[src/rtl/pipe_skid_reg_pkg.sv]
// -----------------------------------------------------------------------------
// pipe_skid_reg_pkg
//   Shared definitions for the pipeline skid register. The occupancy state enum
//   lives here so the hazard/stall controller can decode the same encoding.
//
//   Contents:
//     skid_state_e  - EMPTY / BUSY / FULL occupancy state
//     OCC_W         - width of the occupancy count
//     occ_of()      - maps a state to its held-entry count (0, 1, 2)
// -----------------------------------------------------------------------------
package pipe_skid_reg_pkg;

   localparam int unsigned OCC_W = 2;

   // EMPTY: no entry, BUSY: main entry only, FULL: main and skid entries.
   // The encoding equals the held-entry count, but occ_of() keeps callers
   // independent of that choice.
   typedef enum logic [1:0] {
      ST_EMPTY = 2'd0,
      ST_BUSY  = 2'd1,
      ST_FULL  = 2'd2
   } skid_state_e;

   function automatic logic [OCC_W-1:0] occ_of(input skid_state_e st);
      logic [OCC_W-1:0] occ;
      case (st)
         ST_EMPTY: occ = 2'd0;
         ST_BUSY:  occ = 2'd1;
         ST_FULL:  occ = 2'd2;
         default:  occ = 2'd0;
      endcase
      return occ;
   endfunction

endpackage : pipe_skid_reg_pkg

[src/rtl/pipe_skid_reg.sv]
// -----------------------------------------------------------------------------
// pipe_skid_reg
//   One pipeline register stage with valid/ready flow control. REG_READY
//   selects between a two-entry skid buffer (registered in_ready_o, no
//   combinational path from out_ready_i) and a single register whose
//   in_ready_o is combinational. Latency is one cycle in both modes, and
//   sustained throughput is one transfer per cycle while out_ready_i is high.
//
//   Handshake: a transfer happens on a rising clk edge exactly when valid and
//   ready are both high in that cycle. An offered payload must stay stable
//   until accepted; out_data_o is held stable while out_valid_o=1 and
//   out_ready_i=0. When nothing is held, out_data_o shows BUBBLE_VAL.
//
//   Parameters:
//     DATA_W     - payload width in bits (>= 1)
//     BUBBLE_VAL - payload shown while out_valid_o = 0 (e.g. NOP encoding)
//     REG_READY  - 1: skid mode, 0: single-register mode
//
//   Ports:
//     clk         in   clock, rising edge
//     rst         in   asynchronous active-high reset
//     flush_i     in   discard all held entries at the next edge
//     in_valid_i  in   upstream offers in_data_i
//     in_ready_o  out  block accepts this cycle
//     in_data_i   in   upstream payload
//     out_valid_o out  out_data_o is valid
//     out_ready_i in   downstream accepts this cycle
//     out_data_o  out  payload to the next stage
//     occ_o       out  number of held entries (0..2); also the FSM state view
// -----------------------------------------------------------------------------
module pipe_skid_reg
   import pipe_skid_reg_pkg::*;
#(
   parameter int unsigned         DATA_W     = 32,
   parameter logic [DATA_W-1:0]   BUBBLE_VAL = '0,
   parameter bit                  REG_READY  = 1'b1
) (
   input  logic                clk,
   input  logic                rst,
   input  logic                flush_i,
   input  logic                in_valid_i,
   output logic                in_ready_o,
   input  logic [DATA_W-1:0]   in_data_i,
   output logic                out_valid_o,
   input  logic                out_ready_i,
   output logic [DATA_W-1:0]   out_data_o,
   output logic [OCC_W-1:0]    occ_o
);

   skid_state_e       state_q;
   skid_state_e       state_d;
   logic [DATA_W-1:0] main_q;
   logic [DATA_W-1:0] main_d;
   logic              in_fire;
   logic              out_fire;

   assign in_fire  = in_valid_i & in_ready_o;
   assign out_fire = out_valid_o & out_ready_i;

   // Output side is common to both modes: the main entry is always the head.
   assign out_valid_o = (state_q != ST_EMPTY);
   assign out_data_o  = out_valid_o ? main_q : BUBBLE_VAL;
   assign occ_o       = occ_of(state_q);

   always_ff @(posedge clk or posedge rst) begin
      if (rst) begin
         state_q <= ST_EMPTY;
         main_q  <= BUBBLE_VAL;
      end else begin
         state_q <= state_d;
         main_q  <= main_d;
      end
   end

   generate
      if (REG_READY) begin : g_skid
         logic [DATA_W-1:0] skid_q;
         logic [DATA_W-1:0] skid_d;
         logic              ready_q;

         always_comb begin
            state_d = state_q;
            main_d  = main_q;
            skid_d  = skid_q;
            case (state_q)
               ST_EMPTY: begin
                  if (in_fire) begin
                     main_d  = in_data_i;
                     state_d = ST_BUSY;
                  end
               end
               ST_BUSY: begin
                  if (in_fire && out_fire) begin
                     main_d  = in_data_i;
                  end else if (in_fire) begin
                     // Downstream stalled: park the new word behind main.
                     skid_d  = in_data_i;
                     state_d = ST_FULL;
                  end else if (out_fire) begin
                     state_d = ST_EMPTY;
                  end
               end
               ST_FULL: begin
                  // in_ready_o is low here, so only the output can move.
                  if (out_fire) begin
                     main_d  = skid_q;
                     state_d = ST_BUSY;
                  end
               end
               default: begin
                  state_d = ST_EMPTY;
               end
            endcase
            // Flush wins over every simultaneous transfer.
            if (flush_i) begin
               state_d = ST_EMPTY;
            end
         end

         // Ready is computed from the next state and registered, so it never
         // depends combinationally on out_ready_i.
         always_ff @(posedge clk or posedge rst) begin
            if (rst) begin
               skid_q  <= BUBBLE_VAL;
               ready_q <= 1'b1;
            end else begin
               skid_q  <= skid_d;
               ready_q <= (state_d != ST_FULL);
            end
         end

         assign in_ready_o = ready_q;

      end else begin : g_single

         // Accept when empty or when the held word leaves this same cycle.
         assign in_ready_o = ~out_valid_o | out_ready_i;

         always_comb begin
            state_d = state_q;
            main_d  = main_q;
            if (in_fire) begin
               main_d  = in_data_i;
               state_d = ST_BUSY;
            end else if (out_fire) begin
               state_d = ST_EMPTY;
            end
            if (flush_i) begin
               state_d = ST_EMPTY;
            end
         end

      end
   endgenerate

endmodule : pipe_skid_reg

[config.mk]
export PLATFORM = sky130hd
export DESIGN_NAME = pipe_skid_reg
export DESIGN_NICKNAME = d
export VERILOG_FILES = /design/src/rtl/pipe_skid_reg_pkg.sv /design/src/rtl/pipe_skid_reg.sv
export SDC_FILE = /design/constraint.sdc
export NUM_CORES = 1
export LEC_CHECK = 0
export CAP_MARGIN = 20
export CORE_MARGIN = 2
export CORE_UTILIZATION = 49
export CTS_CLUSTER_SIZE = 14
export DETAILED_ROUTE_END_ITERATION = 8
export PLACE_DENSITY_LB_ADDON = 0.08
export RECOVER_POWER = 25
export SYNTH_ARGS = -nofsm -noshare
export SYNTH_HDL_FRONTEND = slang
export SYNTH_SLANG_ARGS = --single-unit
[constraint.sdc]
create_clock -name clk -period 2.79 [get_ports clk]
set_clock_uncertainty 0.15 [all_clocks]
set_input_delay 0.558 -clock clk [delete_from_list [all_inputs] [get_ports clk]]
set_output_delay 0.558 -clock clk [all_outputs]
set_load 0.005 [all_outputs]
# [After elaboration in Yosys (flattened, before gate mapping)]
# Cells that the tools add are included.
[word_totals] ff_bits=67 latch_bits=0 ramBits=0 mem_bits_ro=0 in_bits=37 word_cells=32 memories=0
[classes] n_addsub=0 multipliers=0 n_div=0 n_lt_le_gt_ge=0 eq_ne=6 n_shift=0 n_mux=13 n_bitwise=3 n_reduce_logical=6
[op_table] op="$mux W32" count=4
[op_table] op="$pmux W32 S3" count=1
[op_table] op="$mux W2" count=6
[op_table] op="$ne A2 B2 Y1 const B" count=4
[op_table] op="$pmux W2 S3" count=1
[op_table] op="$pmux W2 S2" count=1
[op_table] op="$reduce_and A4 Y1" count=1
[op_table] op="$reduce_and A3 Y1" count=1
[op_table] op="$reduce_bool A3 Y1" count=1
[op_table] op="$and A1 B1 Y1" count=2
[op_table] op="$eq A2 B1 Y1 const B" count=1
[op_table] op="$eq A2 B2 Y1 const B" count=1
[op_table] op="$logic_not A2 Y1" count=1
[op_table] op="$reduce_bool A2 Y1" count=1
[op_table] op="$logic_and A1 B1 Y1" count=1
[op_table] op="$not A1 Y1" count=1

# [Logic depth before layout (Yosys ltp)]
# Gate-level depths: netlist of run 1.
[logic_depth] ltp_word=8 ltp_mapped=6

# [Least setup slack after synthesis of run 1]
# No wires, ideal clock.
[synth_path] kind="register to output" from="register state_q[1]" to="output port out_data_o[22]" arrival_ns=1.073 required_time_ns=2.082 slack_ns=1.009 path_stages_with_launch=5 path_buffers=2 path_cell_list="dfrtp_1 or2_1 buf_2 clkbuf_1 and2_1"
[synth_via] elab_chain_cells=2
[synth_rtl] item="start: declaration" line_no="pipe_skid_reg.sv:50" rtl="skid_state_e state_q;"
[synth_rtl] item="start signal: assignment" line_no="pipe_skid_reg.sv:70" rtl="state_q <= state_d;"
[synth_rtl] item="$reduce_bool A2 Y1" line_no="pipe_skid_reg.sv:61" rtl="assign out_valid_o = (state_q != ST_EMPTY);"
[synth_rtl] item="via out_valid_o" line_no="pipe_skid_reg.sv:44" rtl="output logic out_valid_o,"
[synth_rtl] item="$mux W32" line_no="pipe_skid_reg.sv:62" rtl="assign out_data_o = out_valid_o ? main_q : BUBBLE_VAL;"
[synth_rtl] item="end: declaration" line_no="pipe_skid_reg.sv:46" rtl="output logic [DATA_W-1:0] out_data_o,"
# The timed path passes the listed nets, and every way through them passes these cells.

# [Worst setup path after layout of run 1]
[layout_path] from="register state_q[1]" to="output port out_data_o[0]"
[layout_via] elab_chain_cells=2
[layout_rtl] item="$reduce_bool A2 Y1" line_no="pipe_skid_reg.sv:61"
[layout_rtl] item="$mux W32" line_no="pipe_skid_reg.sv:62"
# No other way between the ends.

==> flow_summary.rst, run 1 <==
.. list-table::
   :header-rows: 1

   * - Metric
     - Value
   * - WL per Instance
     - roughly 14 um
   * - Ports placed on the boundary
     - 73
   * - Static power due to leakage
     - about 1.7 nW
   * - Clock tree from TritonCTS
     - yes
   * - IR Drop Worst-Case VDD
     - around 0.42 mV
   * - Min Tclk post-route
     - between 2 and 3 ns
   * - Layout cell share with drive strength beyond 1
     - roughly 15%
   * - Portion of the post-synthesis area used by sequential elements
     - a little under three fifths
   * - Relative max-transition margin
     - -6.48%
   * - Slew of the pin with the lowest slew margin
     - 1.60 ns
   * - Via count of the routed design
     - 2,277
   * - Kind of capture point of the worst setup path
     - output port
   * - Sum of overflow across all layers after global routing
     - 0
   * - Aggregate negative setup slack
     - 0 ns
   * - Core Region
     - 5960 um^2
   * - Total internal power
     - about 0.002 W
   * - Standard-cell row count
     - 28
   * - Worst-path cell with the longest stage delay
     - sky130_fd_sc_hd__clkdlybuf4s50_1
   * - Starting density of the core
     - between 50% and 60%
   * - Total CTS buffers
     - 9
   * - Vias in the first global route
     - about 2,200
   * - Post-synthesis cell count
     - 296
   * - Max FO, Critical Path
     - 19
   * - Final number of max-transition violations
     - 68
   * - IO buf count
     - a little over 70
   * - Clk network pwr share
     - 29.5%
   * - Antenna diode count
     - 0
   * - Syn Std Cell Area
     - around 3000 um^2
   * - HPWL Detailed
     - slightly below 4 mm
   * - Synthesized net count
     - around 330
   * - First DRT Iteration DRCs
     - approximately 140
   * - Total number of yosys warnings
     - 0
   * - Detailed Route WL
     - around 6.1 mm
   * - Clock latency reported for the late side of the worst-skew pair
     - ~0.33 ns
   * - DRC violation count after routing
     - 0
   * - Maximum number of pins on one net before global-route repair
     - between 60 and 70
   * - Antenna violations before repair
     - 0
   * - Switching portion of total power
     - between 20% and 30%
   * - Power per cell area
     - between 600 and 700 nW/um^2
   * - Violated checks
     - max-capacitance violations, max-slew violations
   * - Count of hold-fix buffers inserted at cts
     - 0
   * - Vias per inst
     - ~5.1
   * - Placed cells
     - about 430
   * - Die X
     - ~83 um
   * - Total routing resource utilization after global routing
     - around a fifth
   * - Outcome
     - finished with violations
   * - Post-layout instance count excluding filler cells
     - about 450
   * - Post-detailed-route count of antenna-violating nets
     - 0
   * - Wire length of the first global-routing pass
     - ~10 mm
   * - Final worst-path cycle share
     - between 90% and 100%
   * - Buffer cell driving the clock tree root
     - sky130_fd_sc_hd__clkbuf_8
   * - Final weighted congestion in routability-driven placement
     - roughly 0.78
   * - # Max-Cap Violations
     - 1
   * - Place WS
     - about 0.23 ns
   * - Number of flip-flops and latches in the synthesized netlist
     - 67
   * - Critical path class
     - reg -> out
   * - Worst Slack Setup Final
     - approximately 0.27 ns
   * - Number of gates resized after CTS
     - 0
   * - Full die area
     - between 6000 and 7000 um^2
   * - Setup crit start kind
     - flop
   * - Arrival time worst endpoint
     - 1.81 ns
   * - Nets@finish
     - 404
   * - Min-Delay Path Class
     - reg -> reg
   * - Setup repair after global routing missed its margin
     - no
   * - Number of setup buffers added after CTS
     - 0
   * - Detailed-routing iteration count for the pre-antenna-repair pass
     - 4
   * - Upper clock frequency limit
     - 0.397 GHz
   * - Chip Height
     - slightly above 80 um
   * - Register share of total power
     - between 40% and 50%
   * - Cell variety after synth
     - 24
   * - Number of clock sinks
     - 67
   * - Combinational fraction of design power
     - between 20% and 30%
   * - Crit path cell chain
     - or2_1 > buf_4 > and2_1 > clkdlybuf4s50_1
   * - Final-report hold violation count
     - 0
   * - Area growth from synthesis to layout
     - 32.2%
   * - Critical Path Max Stage Delay
     - 0.45 ns
   * - H-tree level count
     - 3
   * - Per-instance average area after synthesis
     - 10.3 um^2
   * - Clk pin slew, worst setup/hold paths
     - ~0.070 ns
   * - Fillers
     - 485
   * - Clock tree buffer depth
     - 2
   * - Required time of the worst setup path
     - around 2.1 ns
   * - Post-layout util
     - between 60% and 70%
   * - Switching power
     - roughly 0.00066 W
   * - Final setup fails
     - 0
[state kept, by name, summed over array words and instances (netlist names)]
register	flops
main_q	32
state_q	2
g_skid.skid_q	32
in_ready_o	1
[routing by layer]
metal | global-route usage [%] | vias to the layer above | share of wire, %
met5 | 0 | - | 0
met4 | 8.36 | 0 | 1.5
met3 | 3.70 | 9 | 3.9
met2 | 35.4 | 52 | 51
met1 | 24.6 | 1091 | 43
li1 | - | 1125 | -
[power groups by stage]
stage          Sequential, W  Clock, W  Combinational (W)
2_1_floorplan        0.00129         0           0.000347
3_3_place_gp         0.00131         0           0.000547
3_5_place_dp         0.00133         0           0.000564
4_1_cts              0.00131  0.000794           0.000566
5_1_grt              0.00133  0.000840           0.000619
6_report             0.00131  0.000775           0.000552
[path summary, 6_finish.rpt]
path	start	to	slack, ns	cells after the start
max	state_q[1]	out_data_o[0]	0.27	4
min	g_skid.skid_q[28]	g_skid.skid_q[28]	0.34	1
max reg2reg	state_q[0]	main_q[26]	0.61	5
min reg2reg	g_skid.skid_q[28]	g_skid.skid_q[28]	0.34	1
max in group asynchronous	rst	g_skid.skid_q[28]	0.46	3
min in group asynchronous	rst	g_skid.skid_q[13]	1.07	3
[worst max-delay path, delay by kind of cell (launching register included)]
| family | cells | cell delay [ns] |
|---|---|---|
| DFF | 1 | 0.43 |
| buffers and inverters | 2 | 0.65 |
| and+or+nand+nor | 2 | 0.41 |
[cells by family (layout without fill, tap and decap cells)]
| group | count (synthesis) | count (layout) | synth area share (%) |
|---|---|---|---|
| AO/OA/AOI/OAI | 35 | 35 | 8.04 |
| XOR/XNOR | 1 | 1 | 0.289 |
| buffers and inverters | 24 | 100 | 4.29 |
| flip-flops | 67 | 67 | 55.3 |
| multiplexers | 32 | 32 | 11.9 |
| AND/OR/NAND/NOR | 137 | 137 | 20.2 |
[synthesized netlist by cell type, drive strengths merged]
master	instances	area [um^2]
a211o	1	8.76
a2bb2oi	1	8.76
a31oi	32	200
and2	32	200
buf	11	81.3
clkbuf	9	33.8
clkinv	1	3.75
dfrtp	66	1650
dfstp	1	26.3
inv	3	11.3
mux2	32	360
nand2	65	244
nand2b	2	12.5
nand3	1	5.00
nand4b	1	8.76
nor2	34	130
nor2b	1	6.26
o221ai	1	26.3
or2	1	6.26
xnor2	1	8.76
[stage by stage]
stage	instance area [um^2]	power [W]	hold WS [ns]
finish	4010	0.00263	0.340
global placement	3840	0.00186	0.318
detailed placement	3840	0.00189	0.328
global route	4010	0.00279	0.369
floorplan	3030	0.00164	0.308
CTS	4030	0.00267	0.344
[area by class of cell]
class	count	area [um^2]	area share, %
clock buffer	14	153	3.81
clock inverter	2	35.0	0.873
inverter	4	15.0	0.374
multi-input combinational	205	1230	30.8
sequential	67	1680	41.8
tap	75	93.8	2.34
timing repair buffer	80	803	20.0
[placed cells by master (no fill, tap or decap), types with 2 or more instances in the layout]
| cell type | Yosys | layout |
|---|---|---|
| sky130_fd_sc_hd__inv_1 | 3 | 2 |
| sky130_fd_sc_hd__clkdlybuf4s50_1 | 0 | 71 |
| sky130_fd_sc_hd__clkinv_1 | 1 | 2 |
| sky130_fd_sc_hd__mux2_2 | 31 | 31 |
| sky130_fd_sc_hd__and2_1 | 32 | 32 |
| sky130_fd_sc_hd__buf_12 | 0 | 2 |
| sky130_fd_sc_hd__a31oi_1 | 32 | 32 |
| sky130_fd_sc_hd__clkbuf_1 | 9 | 4 |
| sky130_fd_sc_hd__dfrtp_1 | 66 | 66 |
| sky130_fd_sc_hd__clkbuf_8 | 0 | 10 |
| sky130_fd_sc_hd__nor2_1 | 33 | 33 |
| sky130_fd_sc_hd__nand2_1 | 65 | 65 |
| sky130_fd_sc_hd__buf_4 | 3 | 5 |
No activity file was read; power rests on OpenSTA's default activity.
==> inputs of run 2 (changes only) <==
--- a/config.mk
+++ b/config.mk
@@ -5,11 +5,13 @@
 export SDC_FILE = /design/constraint.sdc
 export NUM_CORES = 1
 export LEC_CHECK = 0
+export ABC_CLOCK_PERIOD_IN_PS = 3000
 export CAP_MARGIN = 20
 export CORE_MARGIN = 2
-export CORE_UTILIZATION = 49
+export CORE_UTILIZATION = 52
 export CTS_CLUSTER_SIZE = 14
 export DETAILED_ROUTE_END_ITERATION = 8
+export MAX_ROUTING_LAYER = met4
 export PLACE_DENSITY_LB_ADDON = 0.08
 export RECOVER_POWER = 25
 export SYNTH_ARGS = -nofsm -noshare
==> constraint.sdc (replaced) <==
create_clock -name clk -period 3 [get_ports clk]
set_clock_uncertainty 0.15 [all_clocks]
set_input_delay 0.6 -clock clk [delete_from_list [all_inputs] [get_ports clk]]
set_output_delay 0.6 -clock clk [all_outputs]
set_load 0.005 [all_outputs]
==> run 2 against run 1 <==
The run now ends clean. Cell area grew 0.12%. Register-to-register slack worse by 0.03 ns. Largest power group unchanged. Highest routed layer unchanged. Count of clock-buffer cells in the layout increased by 1. Clock power decreased by 9.3%.
==> flow_summary.rst, run 2 (synthesis gave the netlist of run 1 again) <==
.. list-table::
   :header-rows: 1

   * - Metric
     - Value
   * - Largest registers in the final layout
     - g_skid.skid_q: 32 flops, main_q: 32 flops, state_q: 2 flops (unchanged)
   * - Nets@finish
     - 405 (was 404)
   * - Power per cell area
     - 606 nW/um^2 (was 656 nW/um^2)
   * - Area growth from synthesis to layout
     - 32.4% (was 32.2%)
   * - Final setup fails
     - 0 (unchanged)
   * - First DRT Iteration DRCs
     - 119 (was 139)
   * - Detailed Route WL
     - 6.20 mm (was 6.14 mm)
   * - Most common library cell in the layout ignoring fill and taps
     - sky130_fd_sc_hd__clkdlybuf4s50_1 (unchanged)
   * - Min-Delay Path Class
     - reg -> reg (unchanged)
   * - Max FO, Critical Path
     - 34 (was 19)
   * - DRC violation count after routing
     - 0 (unchanged)
   * - Clock tree buffer depth
     - 2 (unchanged)
   * - Number of clock sinks
     - 67 (unchanged)
   * - Most frequent cells in the layout
     - 71 x sky130_fd_sc_hd__clkdlybuf4s50_1, 66 x sky130_fd_sc_hd__dfrtp_1, 65 x sky130_fd_sc_hd__nand2_1 (unchanged)
   * - Antenna diode count
     - 0 (unchanged)
   * - Worst Slack Setup Final
     - 0.266 ns (was 0.269 ns)
   * - Starting density of the core
     - 54.4% (was 50.9%)
   * - Relative max-transition margin
     - 37.1% (was -6.48%)
   * - Die X
     - 80.4 um (was 82.7 um)
   * - Setup crit start kind
     - flop (unchanged)
   * - Place WS
     - 0.295 ns (was 0.226 ns)
   * - IR Drop Worst-Case VDD
     - 0.387 mV (was 0.420 mV)
   * - Min Tclk post-route
     - around 2.7 ns
   * - Core Region
     - 5570 um^2 (was 5960 um^2)
   * - Chip Height
     - 80.4 um (was 82.7 um)
   * - H-tree level count
     - 3 (unchanged)
   * - Post-detailed-route count of antenna-violating nets
     - 0 (unchanged)
   * - Upper clock frequency limit
     - 0.366 GHz
   * - Slew of the pin with the lowest slew margin
     - 0.943 ns (was 1.60 ns)
   * - Final worst-path cycle share
     - 91.1%
   * - Final weighted congestion in routability-driven placement
     - 0.744 (was 0.781)
   * - Flop2flop setup slack
     - 0.58 ns (was 0.61 ns)
   * - Vias per inst
     - 5.16 (was 5.09)
   * - Full die area
     - 6460 um^2 (was 6840 um^2)
   * - Layout cell share with drive strength beyond 1
     - 15.5% (was 14.8%)
   * - IO buf count
     - 72 (unchanged)
   * - Via count of the routed design
     - 2,294 (was 2,277)
   * - Buffer cell driving the clock tree root
     - sky130_fd_sc_hd__clkbuf_8 (unchanged)
   * - WL per Instance
     - 13.9 um (was 13.7 um)
   * - Critical Path Max Stage Delay
     - 0.54 ns (was 0.45 ns)
   * - Aggregate negative setup slack
     - 0 ns (unchanged)
   * - Kind of capture point of the worst setup path
     - output port (unchanged)
   * - Outcome
     - completed (was finished with violations)
   * - Maximum number of pins on one net before global-route repair
     - 40 (was 68)
   * - Standard-cell row count
     - 27 (was 28)
   * - Total CTS buffers
     - 9 (unchanged)
   * - Required time of the worst setup path
     - 2.25 ns (was 2.08 ns)
   * - Detailed-routing iteration count for the pre-antenna-repair pass
     - 4 (unchanged)
   * - Clock latency reported for the late side of the worst-skew pair
     - 0.33 ns (about the same)
   * - Static power due to leakage
     - 1.71 nW (was 1.69 nW)
   * - Crit path cell chain
     - or2_2 > and2_1 > clkdlybuf4s50_1 (was or2_1 > buf_4 > and2_1 > clkdlybuf4s50_1)
   * - Clock tree from TritonCTS
     - yes (unchanged)
   * - Vias in the first global route
     - 2,166 (was 2,246)
   * - Critical path class
     - reg -> out (unchanged)
   * - Total routing resource utilization after global routing
     - 21.6% (was 20.2%)
   * - HPWL Detailed
     - 4.10 mm (was 3.98 mm)
   * - Antenna violations before repair
     - 0 (unchanged)
   * - Worst-path cell with the longest stage delay
     - sky130_fd_sc_hd__or2_2 (was sky130_fd_sc_hd__clkdlybuf4s50_1)
   * - # Max-Cap Violations
     - 0 (was 1)
   * - Clk pin slew, worst setup/hold paths
     - 0.07 ns (about the same)
   * - Sum of overflow across all layers after global routing
     - 0 (unchanged)
   * - Ports placed on the boundary
     - 73 (unchanged)
   * - Final-report hold violation count
     - 0 (unchanged)
   * - Count of hold-fix buffers inserted at cts
     - 0 (unchanged)
   * - Final number of max-transition violations
     - 0 (was 68)
   * - Wire length of the first global-routing pass
     - 10.2 mm (was 10.3 mm)
   * - Setup repair after global routing missed its margin
     - no (unchanged)
   * - Arrival time worst endpoint
     - 1.98 ns (was 1.81 ns)
run 2: area by class of cell:
| class | count | area (um^2) |
|---|---|---|
| fillers | 446 | 1560 |
| inverters | 4 | 15.0 |
| multi-input cells | 205 | 1230 |
| well taps | 72 | 90.1 |
| repair buffers | 81 | 811 |
| flip-flops and latches | 67 | 1680 |
| clock buffers | 15 | 186 |
| clock inverters | 1 | 5.00 |
run 2: worst max-delay path, delay by kind of cell, from the launching register on:
family / cells / cell delay (ns)
buf+inv: 1 / 0.44
flops: 1 / 0.40
simple gates: 2 / 0.81
run 2: path summary, 6_finish.rpt:
| path | startpoint | endpoint | depth (start not counted) |
|---|---|---|---|
| min in group asynchronous | rst | main_q[11] | 2 |
| max in group asynchronous | rst | g_skid.skid_q[26] | 3 |
| worst max-delay path | state_q[0] | out_data_o[23] | 3 |
| worst min-delay path | g_skid.skid_q[28] | g_skid.skid_q[28] | 1 |
| worst min register to register | g_skid.skid_q[28] | g_skid.skid_q[28] | 1 |
| worst max register to register | state_q[0] | main_q[9] | 5 |
run 2: what timing repair did:
action | CTS | global route
setup endpoints to repair | 32 | 0
resized for setup | 1 | 0
setup buffers | 0 | 0
run 2: power by group:
part / internal, W / total (W) / switching [W]
sequential: 0.00111 / 0.00122 / 0.000103
combinational: 0.000314 / 0.000512 / 0.000198
clock: 0.000390 / 0.000703 / 0.000313
run 2: layer usage:
layer	share of wire (%)	up-vias	global-route usage (%)
met5	0	-	-
met4	1.6	0	7.29
met3	4.8	11	5.51
met2	49	55	33.7
met1	45	1098	27.9
li1	-	1130	-
run 2: stage by stage:
step	area (um^2)	hold slack [ns]	total power (W)	util [%]	cells
2_1_floorplan	3030	0.308	0.00152	-	296
3_3_place_gp	3840	0.321	0.00173	68.9	429
3_5_place_dp	3840	0.337	0.00175	68.9	429
4_1_cts	4030	0.336	0.00246	72.3	445
5_1_grt	4020	0.367	0.00258	72.1	445
6_report	4020	0.348	0.00243	72.1	445
==> inputs of run 3 (changes only) <==
--- a/config.mk
+++ b/config.mk
@@ -14,6 +14,8 @@
 export MAX_ROUTING_LAYER = met4
 export PLACE_DENSITY_LB_ADDON = 0.08
 export RECOVER_POWER = 25
+export SLEW_MARGIN = 25
 export SYNTH_ARGS = -nofsm -noshare
 export SYNTH_HDL_FRONTEND = slang
 export SYNTH_SLANG_ARGS = --single-unit
+export TNS_END_PERCENT = 30
==> results of run 3 <==
Final layout, timing and power as in run 2 (identical DEF).
